<file path="src/rtl/groovy_cmd_arbiter_if.sv">
// Groovy command arbiter bus: decoder request flags and parameters, engine start/done
// handshakes, and arbiter status. The master modport is the arbiter's view.
interface groovy_cmd_arbiter_if;
    logic        cmd_switchres;
    logic        cmd_blit;
    logic        cmd_blit_lz4;
    logic        cmd_audio;
    logic [31:0] lz4_size;
    logic        lz4_AB;
    logic [15:0] audio_samples;
    logic        vga_vblank;

    logic        reset_switchres;
    logic        reset_blit;
    logic        reset_blit_lz4;
    logic        reset_audio;

    logic        sw_start;
    logic        blit_start;
    logic        lz4_start;
    logic        aud_start;
    logic [31:0] lz4_len;
    logic        lz4_buf;
    logic [15:0] aud_len;

    logic        sw_done;
    logic        blit_done;
    logic        lz4_done;
    logic        aud_done;

    logic        busy;
    logic [1:0]  grant;
    logic        err;

    modport master (
        input  cmd_switchres, cmd_blit, cmd_blit_lz4, cmd_audio,
        input  lz4_size, lz4_AB, audio_samples, vga_vblank,
        input  sw_done, blit_done, lz4_done, aud_done,
        output reset_switchres, reset_blit, reset_blit_lz4, reset_audio,
        output sw_start, blit_start, lz4_start, aud_start,
        output lz4_len, lz4_buf, aud_len,
        output busy, grant, err
    );

    modport slave (
        output cmd_switchres, cmd_blit, cmd_blit_lz4, cmd_audio,
        output lz4_size, lz4_AB, audio_samples, vga_vblank,
        output sw_done, blit_done, lz4_done, aud_done,
        input  reset_switchres, reset_blit, reset_blit_lz4, reset_audio,
        input  sw_start, blit_start, lz4_start, aud_start,
        input  lz4_len, lz4_buf, aud_len,
        input  busy, grant, err
    );
endinterface

</file>
<file path="src/rtl/groovy_cmd_arbiter.sv">
// Grants Groovy command flags to their engines one at a time over the shared DDR read path.
// Optional WAIT watchdog enabled by defining GROOVY_ARB_WATCHDOG_EN.
module groovy_cmd_arbiter #(
    parameter int unsigned       TO_W      = 24,
    parameter logic [TO_W-1:0]   TO_CYCLES = 24'd12_000_000
) (
    input  logic                 clk_sys,
    input  logic                 reset,
    groovy_cmd_arbiter_if.master bus
);

    typedef enum logic [1:0] {
        S_IDLE,
        S_GRANT,
        S_WAIT,
        S_GAP
    } state_e;

    // Encoding matches the externally visible grant code.
    typedef enum logic [1:0] {
        OWN_SW   = 2'd0,
        OWN_AUD  = 2'd1,
        OWN_LZ4  = 2'd2,
        OWN_BLIT = 2'd3
    } owner_e;

    state_e      state_q,   state_d;
    owner_e      grant_q,   grant_d;
    logic        zero_q,    zero_d;
    logic [31:0] lz4_len_q, lz4_len_d;
    logic        lz4_buf_q, lz4_buf_d;
    logic [15:0] aud_len_q, aud_len_d;

    logic [3:0]  ack_vec;
    logic [3:0]  start_vec;
    logic [3:0]  done_vec;

`ifdef GROOVY_ARB_WATCHDOG_EN
    logic [TO_W-1:0] wd_cnt_q, wd_cnt_d;
    logic [TO_W-1:0] wd_inc;
    logic            err_q,    err_d;

    assign wd_inc = wd_cnt_q + TO_W'(1);
`endif

    assign done_vec = {bus.blit_done, bus.lz4_done, bus.aud_done, bus.sw_done};

    always_comb begin
        // NOTE: every variable gets a default before the case so no path can infer a latch.
        state_d   = state_q;
        grant_d   = grant_q;
        zero_d    = zero_q;
        lz4_len_d = lz4_len_q;
        lz4_buf_d = lz4_buf_q;
        aud_len_d = aud_len_q;
        ack_vec   = '0;
        start_vec = '0;
`ifdef GROOVY_ARB_WATCHDOG_EN
        wd_cnt_d  = wd_cnt_q;
        err_d     = err_q;
`endif

        case (state_q)
            S_IDLE: begin
                // A switchres outside vblank simply loses this pass to lower requests.
                if (bus.cmd_switchres && bus.vga_vblank) begin
                    grant_d = OWN_SW;
                    zero_d  = 1'b0;
                    state_d = S_GRANT;
                end else if (bus.cmd_audio) begin
                    grant_d   = OWN_AUD;
                    zero_d    = (bus.audio_samples == 16'd0);
                    aud_len_d = bus.audio_samples;
                    state_d   = S_GRANT;
                end else if (bus.cmd_blit_lz4) begin
                    grant_d   = OWN_LZ4;
                    zero_d    = (bus.lz4_size == 32'd0);
                    lz4_len_d = bus.lz4_size;
                    lz4_buf_d = bus.lz4_AB;
                    state_d   = S_GRANT;
                end else if (bus.cmd_blit) begin
                    grant_d = OWN_BLIT;
                    zero_d  = 1'b0;
                    state_d = S_GRANT;
                end
            end

            S_GRANT: begin
                ack_vec[grant_q]   = 1'b1;
                start_vec[grant_q] = !zero_q;
                state_d            = zero_q ? S_GAP : S_WAIT;
`ifdef GROOVY_ARB_WATCHDOG_EN
                wd_cnt_d           = '0;
`endif
            end

            S_WAIT: begin
                if (done_vec[grant_q]) begin
                    state_d = S_GAP;
`ifdef GROOVY_ARB_WATCHDOG_EN
                end else begin
                    wd_cnt_d = wd_inc;
                    if (wd_inc == TO_CYCLES) begin
                        err_d   = 1'b1;
                        state_d = S_GAP;
                    end
`endif
                end
            end

            // One turnaround cycle lets the decoder drop the acknowledged flag first.
            S_GAP: state_d = S_IDLE;
        endcase
    end

    // NOTE: state registers use non-blocking assignments so every flop samples pre-edge values.
    always_ff @(posedge clk_sys or posedge reset) begin
        if (reset) begin
            state_q   <= S_IDLE;
            grant_q   <= OWN_SW;
            zero_q    <= 1'b0;
            lz4_len_q <= '0;
            lz4_buf_q <= 1'b0;
            aud_len_q <= '0;
`ifdef GROOVY_ARB_WATCHDOG_EN
            wd_cnt_q  <= '0;
            err_q     <= 1'b0;
`endif
        end else begin
            state_q   <= state_d;
            grant_q   <= grant_d;
            zero_q    <= zero_d;
            lz4_len_q <= lz4_len_d;
            lz4_buf_q <= lz4_buf_d;
            aud_len_q <= aud_len_d;
`ifdef GROOVY_ARB_WATCHDOG_EN
            wd_cnt_q  <= wd_cnt_d;
            err_q     <= err_d;
`endif
        end
    end

    assign {bus.reset_blit, bus.reset_blit_lz4, bus.reset_audio, bus.reset_switchres} = ack_vec;
    assign {bus.blit_start, bus.lz4_start, bus.aud_start, bus.sw_start}               = start_vec;

    assign bus.lz4_len = lz4_len_q;
    assign bus.lz4_buf = lz4_buf_q;
    assign bus.aud_len = aud_len_q;
    assign bus.busy    = (state_q != S_IDLE);
    assign bus.grant   = grant_q;

`ifdef GROOVY_ARB_WATCHDOG_EN
    assign bus.err = err_q;
`else
    assign bus.err = 1'b0;
`endif

endmodule

</file>
<file path="src/flat_wrapper.sv">
// flat-port wrapper written by rule: the top's interface ports become plain ports
module groovy_cmd_arbiter_flat 
#(
    parameter int unsigned       TO_W      = 24,
    parameter logic [TO_W-1:0]   TO_CYCLES = 24'd12_000_000
)
  (clk_sys, reset, bus_cmd_switchres, bus_cmd_blit, bus_cmd_blit_lz4, bus_cmd_audio, bus_lz4_size, bus_lz4_AB, bus_audio_samples, bus_vga_vblank, bus_sw_done, bus_blit_done, bus_lz4_done, bus_aud_done, bus_reset_switchres, bus_reset_blit, bus_reset_blit_lz4, bus_reset_audio, bus_sw_start, bus_blit_start, bus_lz4_start, bus_aud_start, bus_lz4_len, bus_lz4_buf, bus_aud_len, bus_busy, bus_grant, bus_err);
  groovy_cmd_arbiter_if bus_i ();
  input  logic clk_sys;
  input  logic reset;
  input wire logic [$bits(bus_i.cmd_switchres)-1:0] bus_cmd_switchres;
  input wire logic [$bits(bus_i.cmd_blit)-1:0] bus_cmd_blit;
  input wire logic [$bits(bus_i.cmd_blit_lz4)-1:0] bus_cmd_blit_lz4;
  input wire logic [$bits(bus_i.cmd_audio)-1:0] bus_cmd_audio;
  input wire logic [$bits(bus_i.lz4_size)-1:0] bus_lz4_size;
  input wire logic [$bits(bus_i.lz4_AB)-1:0] bus_lz4_AB;
  input wire logic [$bits(bus_i.audio_samples)-1:0] bus_audio_samples;
  input wire logic [$bits(bus_i.vga_vblank)-1:0] bus_vga_vblank;
  input wire logic [$bits(bus_i.sw_done)-1:0] bus_sw_done;
  input wire logic [$bits(bus_i.blit_done)-1:0] bus_blit_done;
  input wire logic [$bits(bus_i.lz4_done)-1:0] bus_lz4_done;
  input wire logic [$bits(bus_i.aud_done)-1:0] bus_aud_done;
  output wire logic [$bits(bus_i.reset_switchres)-1:0] bus_reset_switchres;
  output wire logic [$bits(bus_i.reset_blit)-1:0] bus_reset_blit;
  output wire logic [$bits(bus_i.reset_blit_lz4)-1:0] bus_reset_blit_lz4;
  output wire logic [$bits(bus_i.reset_audio)-1:0] bus_reset_audio;
  output wire logic [$bits(bus_i.sw_start)-1:0] bus_sw_start;
  output wire logic [$bits(bus_i.blit_start)-1:0] bus_blit_start;
  output wire logic [$bits(bus_i.lz4_start)-1:0] bus_lz4_start;
  output wire logic [$bits(bus_i.aud_start)-1:0] bus_aud_start;
  output wire logic [$bits(bus_i.lz4_len)-1:0] bus_lz4_len;
  output wire logic [$bits(bus_i.lz4_buf)-1:0] bus_lz4_buf;
  output wire logic [$bits(bus_i.aud_len)-1:0] bus_aud_len;
  output wire logic [$bits(bus_i.busy)-1:0] bus_busy;
  output wire logic [$bits(bus_i.grant)-1:0] bus_grant;
  output wire logic [$bits(bus_i.err)-1:0] bus_err;
  assign bus_i.cmd_switchres = bus_cmd_switchres;
  assign bus_i.cmd_blit = bus_cmd_blit;
  assign bus_i.cmd_blit_lz4 = bus_cmd_blit_lz4;
  assign bus_i.cmd_audio = bus_cmd_audio;
  assign bus_i.lz4_size = bus_lz4_size;
  assign bus_i.lz4_AB = bus_lz4_AB;
  assign bus_i.audio_samples = bus_audio_samples;
  assign bus_i.vga_vblank = bus_vga_vblank;
  assign bus_i.sw_done = bus_sw_done;
  assign bus_i.blit_done = bus_blit_done;
  assign bus_i.lz4_done = bus_lz4_done;
  assign bus_i.aud_done = bus_aud_done;
  assign bus_reset_switchres = bus_i.reset_switchres;
  assign bus_reset_blit = bus_i.reset_blit;
  assign bus_reset_blit_lz4 = bus_i.reset_blit_lz4;
  assign bus_reset_audio = bus_i.reset_audio;
  assign bus_sw_start = bus_i.sw_start;
  assign bus_blit_start = bus_i.blit_start;
  assign bus_lz4_start = bus_i.lz4_start;
  assign bus_aud_start = bus_i.aud_start;
  assign bus_lz4_len = bus_i.lz4_len;
  assign bus_lz4_buf = bus_i.lz4_buf;
  assign bus_aud_len = bus_i.aud_len;
  assign bus_busy = bus_i.busy;
  assign bus_grant = bus_i.grant;
  assign bus_err = bus_i.err;
  groovy_cmd_arbiter #(.TO_W(TO_W), .TO_CYCLES(TO_CYCLES)) u_core (.clk_sys(clk_sys), .reset(reset), .bus(bus_i));
endmodule
</file>
<file path="config.mk">
export PLATFORM = sky130hd
export DESIGN_NAME = groovy_cmd_arbiter_flat
export DESIGN_NICKNAME = d
export VERILOG_FILES = /design/src/rtl/groovy_cmd_arbiter_if.sv /design/src/rtl/groovy_cmd_arbiter.sv /design/src/flat_wrapper.sv
export SDC_FILE = /design/constraint.sdc
export NUM_CORES = 1
export LEC_CHECK = 0
export ABC_AREA = 0
export BUFFER_PORTS_ARGS = -buffer_cell sky130_fd_sc_hd__buf_2
export CAP_MARGIN = 0
export CORE_UTILIZATION = 45
export DETAILED_ROUTE_END_ITERATION = 8
export PLACE_DENSITY_LB_ADDON = 0.15
export SLEW_MARGIN = 20
export SYNTH_ARGS = -nofsm -noshare
export SYNTH_HDL_FRONTEND = slang
export SYNTH_SLANG_ARGS = --single-unit
export TNS_END_PERCENT = 10
</file>
<file path="constraint.sdc">
create_clock -name clk_sys -period 1.89 [get_ports clk_sys]
set_input_delay 0.2835 -clock clk_sys [delete_from_list [all_inputs] [get_ports clk_sys]]
set_output_delay 0.2835 -clock clk_sys [all_outputs]
set_load 0.02 [all_outputs]
</file>
-- Word level (Yosys, flattened, before mapping)
Cells that the tools add are included.
Widths: inputs -> output; s select.
- bits of input ports: 60
- register bits: 54
- output and inout bits: 61
- bitwise operators: 3
- order comparisons: 2
- equality and inequality tests: 5
- reductions and logical operators: 12
- mux-type cells: 21
- operators with widths (cell ; number):
    $logic_not 32->1 ; 1
    $mux 2 ; 9
    $logic_not 16->1 ; 1
    $mux 4 ; 2
    $pmux 2 s4 ; 1
    $mux 1 ; 7
    $ne 5x4->1 const B ; 1
    $and 4x4->4 ; 1
    $eq 2x2->1 const B ; 2
    $reduce_and 2->1 ; 2
    $reduce_and 4->1 ; 1
    $reduce_bool 4->1 ; 1
    $lt 2x3->1 const B ; 1
    $reduce_and 3->1 ; 1
    $bmux 1 s2 ; 1
    $demux 1 s2 ; 1
    $eq 2x1->1 const B ; 1
    $ge 2x1->1 const B ; 1
    $logic_and 1x1->1 ; 2
    $logic_not 2->1 ; 1
    $ne 2x1->1 const B ; 1
    $not 1->1 ; 2
    $reduce_bool 2->1 ; 1
    $logic_not 1->1 ; 1

-- Longest topological paths before layout
Gate-level depths: netlist of run 1.
- depth in word-level cells: 6
- mapped depth: 5

-- Worst setup path after synthesis of run 1
No wires, ideal clock.
- kind: register to register
- start: register u_core.grant_q[0] (netlist: u_core.bus.grant[0])
- end: register u_core.state_q[1]
- arrival: 1.574 ns
- cell stages (with the launch flop): 6
- path buffers: 1
- clock period less this slack: 1.699 ns
- setup slack: 0.191 ns
- data required time: 1.765 ns
- cell sequence: dfrtp_1 buf_6 mux4_2 nand2b_4 nand2_2 mux2_4
- word-level cells in the longest chain between the ends: 4
- ends and longest elaborated chain (what ; RTL line ; source):
    from (decl) ; groovy_cmd_arbiter.sv:28 ; owner_e grant_q, grant_d;
    from (signal assigned) ; groovy_cmd_arbiter.sv:131 ; grant_q <= grant_d;
    $bmux 1 s2 ; groovy_cmd_arbiter.sv:98 ; if (done_vec[grant_q]) begin
    $mux 1 (not written as such) ; groovy_cmd_arbiter.sv:98 ;
    $ne 2x1->1 (no line) ; n/a ;
    $reduce_and 2->1 (no line) ; n/a ;
    to (signal assigned) ; groovy_cmd_arbiter.sv:130 ; state_q <= state_d;
    to (decl) ; groovy_cmd_arbiter.sv:27 ; state_e state_q, state_d;
No other way between the ends. The select of a mux whose other input is x is not followed.
A chain may end at the register's enable or synchronous reset.

-- Worst setup path after layout of run 1
- start: register u_core.state_q[1]
- end: output bus_aud_start
- word-level cells in the longest chain between the ends: 2
- ends and longest elaborated chain (what ; RTL line ; source):
    $eq 2x1->1 ; groovy_cmd_arbiter.sv:63 ; case (state_q)
    $mux 4 ; groovy_cmd_arbiter.sv:63 ;
    to (decl) ; flat_wrapper.sv:30 ; output wire logic [$bits(bus_i.aud_start)-1:0] bus_aud_start;
No other way between the ends.

==> impl_metrics.yaml, run 1 <==
clocking:
  numClockSinks: 54
  clk_pin_slew_worst_paths_ns: 0.09
  clockBufferDepth: 2
  cts-buffers-inserted: 5
  root_buffer: "clkbuf_8"
  cts_tree: "built"
  clk_latency_ns: 0.29
  ctsHtreeMaxLevel: 2
setup_path:
  cp.required_ns: 1.61
  cpMaxStageDelayCell: "dfrtp_1"
  worst_ep_arrival_time_ns: 1.48
  startpoint_type: "flip-flop"
  path_buf_inv: 2
  r2r_slack_ns: 0.20
  worst_r2r_path_depth: 4
  cp_top_family: "flip-flops"
  reg2reg_to: "u_core.state_q[1]"
  r2r-start: "u_core.bus.grant[0]"
  critPathKind: "reg -> out"
  cp_cell_sequence: "inv_2 > ha_4 > nand2b_1 > nor3b_1 > buf_2"
  end_kind: "output pin"
  slowest_delay_ns: 0.42
  cp_max_fo: 6
power_and_ir_drop:
  totalPowerFinal_uw: 5210
  pwr_density_cell_mw_per_mm2: 1640
  vdd_drop_max_uv: 905
  p_leak_uw: 0.00160
floorplanning:
  start_util_pct: 46.6
  rows: 26
  die_y_um: 74.7
  core_mm2: 0.00511
  fp.dieArea_mm2: 0.00559
  die_w_um: 74.7
  io_pins: 121
timing:
  hold_ws_ns: 0.211
  tns_ns: 0
  period_share_pct: 93.4
  setup_slack_ns: 0.124
  final-hold-violation-count: 0
  rsz0062_at_grt: "false"
  setup-violations-final: 0
  drv_slew: 0
  fin_skew_ns: 0.00298
  period_needed_ns: 1.77
  max_freq_mhz: 566
grt:
  antenna_found_initial: 0
  first_global_vias: 1632
  grt_first_pass_wirelength_um: 7610
  grt_max_degree: 24
  grt_overflow: 0
  grt_use_total_pct: 18.4
logic_synthesis:
  postSynthCellCount: 173
  ys_types: 32
  syn_nets: 237
  avgSynthCellArea_um2: 13.8
  yosysWarningCount: 0
  syn_area_mm2: 0.00238
  ys_ff_latch: 54
  seq_area_frac_synth_pct: 56.8
drt:
  wl_per_cell_um: 13.7
  ant_nets: 0
  first_pass_iters: 4
  vias_per_cell: 4.92
  vias: 1810
  dr.first_iter.drc_count: 57
  drc: 0
  wl_um: 5050
final_layout:
  antenna_cells: 0
  syn_to_final_growth_pct: 33.7
  final_nets: 362
  drive_gt1_share_pct: 64.4
worst_hold_path:
  hold_end: "u_core.bus.lz4_buf"
  min_path_type: "in -> reg"
  hold_depth: 2
  hold_start: "bus_lz4_AB"
status:
  status: "finished clean"
place:
  place.gp.congestion: 0.762
  place_worst_setup_slack_ns: 0.201
  hpwl_um: 4030
  io_buffers: 119
run:
  cap_violations: 0
[through the flow]
stage / util [%] / cell area (um^2) / std cells
after floorplan: - / 2380 / 173
after global placement: 60.4 / 3080 / 360
after detailed placement: 60.4 / 3080 / 360
after CTS: 62.1 / 3170 / 368
after global routing: 62.3 / 3180 / 368
final: 62.3 / 3180 / 368
[final cells by class]
cell class	instances	area, um^2
clock buffers	7	76.3
well taps	70	87.6
repair buffers	125	671
multi-input cells	108	983
inverters	4	15.0
fillers	428	1920
flip-flops and latches	54	1350
[power breakdown]
group	total (uW)	internal [uW]	switching (uW)
clock network	596	256	340
logic	2570	1140	1430
registers	2040	1730	314
total	5210	3120	2080
[state kept, by name (all words and copies together) (netlist names)]
| name | count |
|---|---|
| u_core.bus.aud_len | 16 |
| u_core.bus.grant | 2 |
| u_core.bus.lz4_buf | 1 |
| u_core.bus.lz4_len | 32 |
| u_core.state_q | 2 |
| u_core.zero_q | 1 |
[worst max path at each step]
stage | from | cells past startpoint | slack (ns) | to
2_1_floorplan | u_core.bus.grant[0] | 5 | 0.19 | u_core.state_q[1]
3_3_place_gp | u_core.bus.grant[0] | 4 | 0.25 | u_core.state_q[1]
3_5_place_dp | u_core.bus.grant[0] | 4 | 0.20 | u_core.state_q[1]
4_1_cts | u_core.state_q[1] | 5 | 0.02 | bus_aud_start
5_1_grt | u_core.state_q[1] | 5 | 0.02 | bus_lz4_start
6_report | u_core.state_q[1] | 5 | 0.12 | bus_aud_start
[per-layer routing]
layer	vias up	wire length (um)	track usage (%)	part of all wire, %
met2	59	2550	29.7	51
met5	-	0	0	0
met3	9	292	5.09	5.8
met4	0	78	7.13	1.5
li1	877	-	-	-
met1	865	2130	23.7	42
[cell usage in the layout, fill, tap and decap left out, drive strengths merged]
master and instances:
a211o 1, a211oi 1, a21oi 2, a31oi 2, and3 1, and3b 2, buf 124, clkbuf 7
conb 1, dfrtp 54, dlygate4sd3 1, ha 4, inv 4, mux2 50, mux4 1, nand2 8
nand2b 2, nand3 3, nand3b 1, nand4 1, nor2 5, nor2b 1, nor3 2, nor3b 3
nor4 14, o22a 2, or2 1
[synthesized netlist by cell type]
cell type / count / area, um^2
a211o_1: 1 / 8.76
a211oi_1: 1 / 7.51
a21oi_1: 2 / 10.0
a31oi_1: 2 / 12.5
and3_2: 1 / 7.51
and3b_2: 2 / 20.0
buf_2: 5 / 25.0
buf_4: 1 / 7.51
buf_6: 1 / 11.3
conb_1: 1 / 3.75
dfrtp_1: 54 / 1350
ha_1: 4 / 50.1
inv_1: 4 / 15.0
mux2_2: 49 / 552
mux2_4: 1 / 15.0
mux4_2: 1 / 22.5
nand2_1: 7 / 26.3
nand2_2: 1 / 6.26
nand2b_1: 1 / 6.26
nand2b_4: 1 / 13.8
nand3_1: 1 / 5.00
nand3_2: 2 / 20.0
nand3b_1: 1 / 7.51
nand4_1: 1 / 6.26
nor2_1: 5 / 18.8
nor2b_1: 1 / 6.26
nor3_1: 2 / 10.0
nor3b_1: 3 / 22.5
nor4_1: 14 / 87.6
o22a_1: 1 / 8.76
o22a_2: 1 / 10.0
or2_2: 1 / 6.26
[repair_timing]
action / in CTS / in global routing
endpoints found under the hold margin: 14 / 0
resized for setup: 1 / 3
endpoints found under the setup margin: 2 / 3
hold buffers: 1 / 0
buffers inserted: 0 / 0
[cells by family after synthesis]
group                    count (synthesis)  share of synthesized area, %
other                                    1                         0.157
buffers and inverters                   11                          2.47
AO/OA/AOI/OAI                            8                          2.42
flip-flops                              54                          56.8
adder cells (fa/ha/maj)                  4                          2.10
multiplexers                            51                          24.8
AND/OR/NAND/NOR                         44                          11.4
(Power assumes the default switching activity.)
==> run 2: changes to the inputs <==
--- a/config.mk
+++ b/config.mk
@@ -11,6 +11,7 @@
 export CORE_UTILIZATION = 45
 export DETAILED_ROUTE_END_ITERATION = 8
 export PLACE_DENSITY_LB_ADDON = 0.15
+export RECOVER_POWER = 100
 export SLEW_MARGIN = 20
 export SYNTH_ARGS = -nofsm -noshare
 export SYNTH_HDL_FRONTEND = slang
==> impl_metrics.yaml, run 2 (synthesis gave the netlist of run 1 again) <==
floorplanning:
  fp.dieArea_mm2: 0.00559
  io_pins: 121
  start_util_pct: 46.6
  die_y_um: 74.7
  die_w_um: 74.7
  rows: 26
  core_mm2: 0.00511
final_layout:
  fin_area_mm2: 0.00307
  mostFrequentLayoutCells: "60 x buf_2, 58 x clkbuf_1, 54 x dfrtp_1"
  final_common_cell: "buf_2"
  antenna_cells: 0
  syn_to_final_growth_pct: 29.1
  final_nets: 362
  largest_register_ffs: 32
  drive_gt1_share_pct: 44.0
grt:
  grt_use_total_pct: 18.4
  first_global_vias: 1632
  grt_max_degree: 24
  antenna_found_initial: 0
  grt_first_pass_wirelength_um: 7610
  grt_overflow: 0
place:
  hpwl_um: 4030
  io_buffers: 119
  dpl-instance-area_mm2: 0.00308
  place_worst_setup_slack_ns: 0.201
  place.gp.congestion: 0.762
setup_path:
  cp_top_family: "flip-flops"
  path_buf_inv: 2
  startpoint_type: "flip-flop"
  slowest_delay_ns: 0.42
  cpMaxStageDelayCell: "dfrtp_1"
  end_kind: "output pin"
  critPathKind: "reg -> out"
  cp_max_fo: 6
  cp.required_ns: 1.61
  cp_cell_sequence: "inv_2 > ha_4 > nand2b_1 > nor3b_1 > clkbuf_2"
  worst_ep_arrival_time_ns: 1.50
power_and_ir_drop:
  combPwrFrac_pct: 47.0
  pwr_density_cell_mw_per_mm2: 1630
  p_leak_uw: 0.00141
  vdd_drop_max_uv: 875
  totalPowerFinal_uw: 5010
  p_sw_share_pct: 41.8
  p_seq_share_pct: 41.1
  p_int_uw: 2920
  pwr-share-clk_pct: 11.9
  power.switching_uw: 2090
clocking:
  numClockSinks: 54
  cts-buffers-inserted: 5
  cts_tree: "built"
  clk_latency_ns: 0.29
  postCtsSetupBuffers: 0
  root_buffer: "clkbuf_8"
  ctsHtreeMaxLevel: 2
  clockBufferDepth: 2
  clk_pin_slew_worst_paths_ns: 0.09
drt:
  drc: 0
  vias_per_cell: 4.96
  wl_um: 5080
  dr.first_iter.drc_count: 56
  first_pass_iters: 4
  vias: 1827
  ant_nets: 0
  wl_per_cell_um: 13.8
timing:
  drv_slew: 0
  period_share_pct: 94.3
  relSlewSlack_pct: 57.5
  tightestPinTransition_ns: 0.636
  setup-violations-final: 0
  max_freq_mhz: 561
  period_needed_ns: 1.78
  fin_skew_ns: 0.00251
  tns_ns: 0
  final-hold-violation-count: 0
  rsz0062_at_grt: "false"
  setup_slack_ns: 0.109
run:
  cap_violations: 0
worst_hold_path:
  min_path_type: "in -> reg"
status:
  status: "finished clean"
run 2: path summary, 6_finish.rpt:
path	slack, ns	start	cells after the start	end
setup / recovery	0.11	u_core.state_q[1]	5	bus_aud_start
hold / removal	0.21	bus_lz4_AB	2	u_core.bus.lz4_buf
setup reg to reg	0.12	u_core.bus.grant[0]	4	u_core.state_q[1]
hold reg to reg	0.51	u_core.bus.lz4_len[18]	1	u_core.bus.lz4_len[18]
max in group asynchronous	0.30	reset	4	u_core.bus.lz4_len[12]
min in group asynchronous	0.62	reset	3	u_core.bus.aud_len[10]
run 2: routing by layer:
layer | routed length (um) | global-route usage, %
met2 | 2570 | 29.7
met1 | 2160 | 23.7
met3 | 282 | 5.09
met5 | 0 | 0
met4 | 78 | 7.13
run 2: worst register-to-register path, stage by stage (launching register included):
cell      delay, ns
dfrtp_1        0.51
mux4_2         0.54
nand2b_1       0.20
nand2_2        0.07
mux2_1         0.33
run 2: layout make-up:
| type | count | area, um^2 |
|---|---|---|
| clock buffers | 7 | 76.3 |
| fillers | 461 | 2030 |
| inverters | 4 | 15.0 |
| multi-input cells | 108 | 962 |
| flip-flops and latches | 54 | 1350 |
| well taps | 70 | 87.6 |
| repair buffers | 125 | 581 |
run 2: timing repair:
item | in CTS | in global routing
pin swaps | 0 | 0
resized for setup | 1 | 3
hold buffers | 1 | 0
endpoints found under the setup margin | 2 | 3
endpoints found under the hold margin | 14 | 0
run 2: power by group through the flow:
stage / clock network [uW] / registers, uW / logic, uW
after floorplan: 0 / 2700 / 1070
after global placement: 0 / 2040 / 2540
after detailed placement: 0 / 2060 / 2580
after CTS: 621 / 2040 / 2590
after global routing: 669 / 2140 / 2530
final: 596 / 2060 / 2350
run 2: stage by stage:
step	hold WS (ns)	cells	utilization [%]
floorplan	0.434	173	-
global placement	0.288	360	60.4
detailed placement	0.289	360	60.4
CTS	0.202	368	62.1
global route	0.207	368	60.2
finish	0.212	368	60.2
==> run 3: changes to the inputs <==
--- a/config.mk
+++ b/config.mk
@@ -6,10 +6,10 @@
 export NUM_CORES = 1
 export LEC_CHECK = 0
 export ABC_AREA = 0
-export BUFFER_PORTS_ARGS = -buffer_cell sky130_fd_sc_hd__buf_2
 export CAP_MARGIN = 0
-export CORE_UTILIZATION = 45
+export CORE_UTILIZATION = 62
 export DETAILED_ROUTE_END_ITERATION = 8
+export DONT_BUFFER_PORTS = 1
 export PLACE_DENSITY_LB_ADDON = 0.15
 export RECOVER_POWER = 100
 export SLEW_MARGIN = 20
==> impl_metrics.yaml, run 3 (synthesis gave the netlist of run 1 again) <==
setup_path:
  cpMaxStageDelayCell: "dfrtp_1"
  cp_max_fo: 6
  path_buf_inv: 2
  end_kind: "output pin"
  cp_cell_sequence: "inv_1 > ha_4 > nand2b_1 > nor3b_1 > buf_4"
  worst_r2r_path_depth: 5
  cp.required_ns: 1.61
  critPathKind: "reg -> out"
  worst_ep_arrival_time_ns: 1.58
  cp_top_family: "flip-flops"
  worstSetupPathDepth: 5
  slowest_delay_ns: 0.43
  startpoint_type: "flip-flop"
place:
  place.gp.congestion: 0.717
  io_buffers: 0
  hpwl_um: 3550
  dpl-instance-area_mm2: 0.00248
clocking:
  clk_latency_ns: 0.30
  cts_tree: "built"
  clk_pin_slew_worst_paths_ns: 0.09
  root_buffer: "clkbuf_8"
  ctsHtreeMaxLevel: 2
  numClockSinks: 54
  clockBufferDepth: 2
  cts-buffers-inserted: 5
grt:
  antenna_found_initial: 0
  grt_first_pass_wirelength_um: 7090
  grt_use_total_pct: 23.5
  grt_max_degree: 30
  first_global_vias: 1495
  grt_overflow: 0
run:
  cap_violations: 0
status:
  status: "finished clean"
drt:
  ant_nets: 0
  wl_met2_um: 2410
  wl_per_cell_um: 20.1
  vias: 1445
  drc: 0
  vias_per_cell: 6.20
  wl_um: 4680
  dr.first_iter.drc_count: 45
  met1_length_um: 1770
  wl_met3_um: 413
  highest_layer: "met4"
  first_pass_iters: 4
floorplanning:
  start_util_pct: 65.0
  fp.dieArea_mm2: 0.00409
  io_pins: 121
  die_y_um: 64.0
  core_mm2: 0.00366
  die_w_um: 64.0
  rows: 22
final_layout:
  syn_to_final_growth_pct: 9.46
  mostFrequentLayoutCells: "54 x dfrtp_1, 49 x mux2_2, 14 x nor4_1"
  fin_area_mm2: 0.00261
  drive_gt1_share_pct: 42.2
  final_common_cell: "dfrtp_1"
  antenna_cells: 0
  final_nets: 248
  largest_register_ffs: 32
timing:
  final-hold-violation-count: 0
  fin_skew_ns: 0.00394
  tightestPinTransition_ns: 0.957
  relSlewSlack_pct: 36.1
  setup-violations-final: 0
  rsz0062_at_grt: "true"
  period_needed_ns: 1.87
  period_share_pct: 98.8
  drv_slew: 0
  tns_ns: 0
  max_freq_mhz: 536
power_and_ir_drop:
  p_int_uw: 2850
  p_seq_share_pct: 58.0
  p_sw_share_pct: 41.2
  pwr_density_cell_mw_per_mm2: 1860
  pwr-share-clk_pct: 15.2
  vdd_drop_max_uv: 1060
  p_leak_uw: 0.00114
  combPwrFrac_pct: 26.9
  power.switching_uw: 1990
worst_hold_path:
  min_path_type: "in -> reg"
  hold_depth: 1
-- run 3: per-layer routing --
metal / track usage (%) / vias to the layer above
met2: 40.8 / 76
li1: - / 644
met3: 8.39 / 8
met4: 8.24 / 0
met1: 26.5 / 717
met5: 0 / -
-- run 3: final cells by class --
class	count	area [um^2]
Fill cell	239	1050
Timing Repair Buffer	11	85.1
Clock buffer	7	76.3
Multi-Input combinational cell	108	988
Inverter	4	15.0
Clock inverter	1	30.0
Tap cell	48	60.1
Sequential cell	54	1350
-- run 3: timing repair --
| item | CTS | global route |
|---|---|---|
| endpoints found under the hold margin | 25 | 0 |
| endpoints found under the setup margin | 0 | 4 |
| hold buffers | 1 | 0 |
| resized for setup | 0 | 3 |
| setup buffers | 0 | 0 |
-- run 3: metrics by stage --
| stage | worst slack, ns | total power, uW | std cells | utilization (%) | hold slack, ns |
|---|---|---|---|---|---|
| final | 0.0231 | 4840 | 233 | 71.2 | 0.124 |
| after CTS | 0.00277 | 4840 | 233 | 71.1 | 0.118 |
| after detailed placement | 0.278 | 4100 | 224 | 67.9 | 0.248 |
| after global placement | 0.364 | 3990 | 224 | 67.9 | 0.240 |
| after floorplan | 0.191 | 3770 | 173 | - | 0.434 |
| after global routing | -0.0246 | 5080 | 233 | 71.2 | 0.107 |
-- run 3: worst register-to-register path, cell delays in order, from the launching register on --
cell     delay (ns)
dfrtp_1        0.43
inv_1          0.12
ha_1           0.29
nand3_2        0.10
buf_4          0.27
mux2_2         0.39
-- run 3: path summary, 6_finish.rpt --
check	from	endpoint	slack (ns)
min in group asynchronous	reset	u_core.bus.aud_len[0]	0.65
setup / recovery	u_core.state_q[1]	bus_aud_start	0.02
max in group asynchronous	reset	u_core.bus.aud_len[4]	0.24
setup reg to reg	u_core.state_q[0]	u_core.bus.lz4_len[18]	0.19
hold / removal	bus_lz4_size[0]	u_core.bus.lz4_len[0]	0.12
hold reg to reg	u_core.zero_q	u_core.zero_q	0.52
-- run 3: power by group through the flow --
stage                     registers [uW]  logic, uW  clock network [uW]
final                               2810       1300                 734
after global routing                2860       1430                 800
after CTS                           2800       1290                 749
after detailed placement            2810       1280                   0
after global placement              2790       1200                   0
after floorplan                     2700       1070                   0
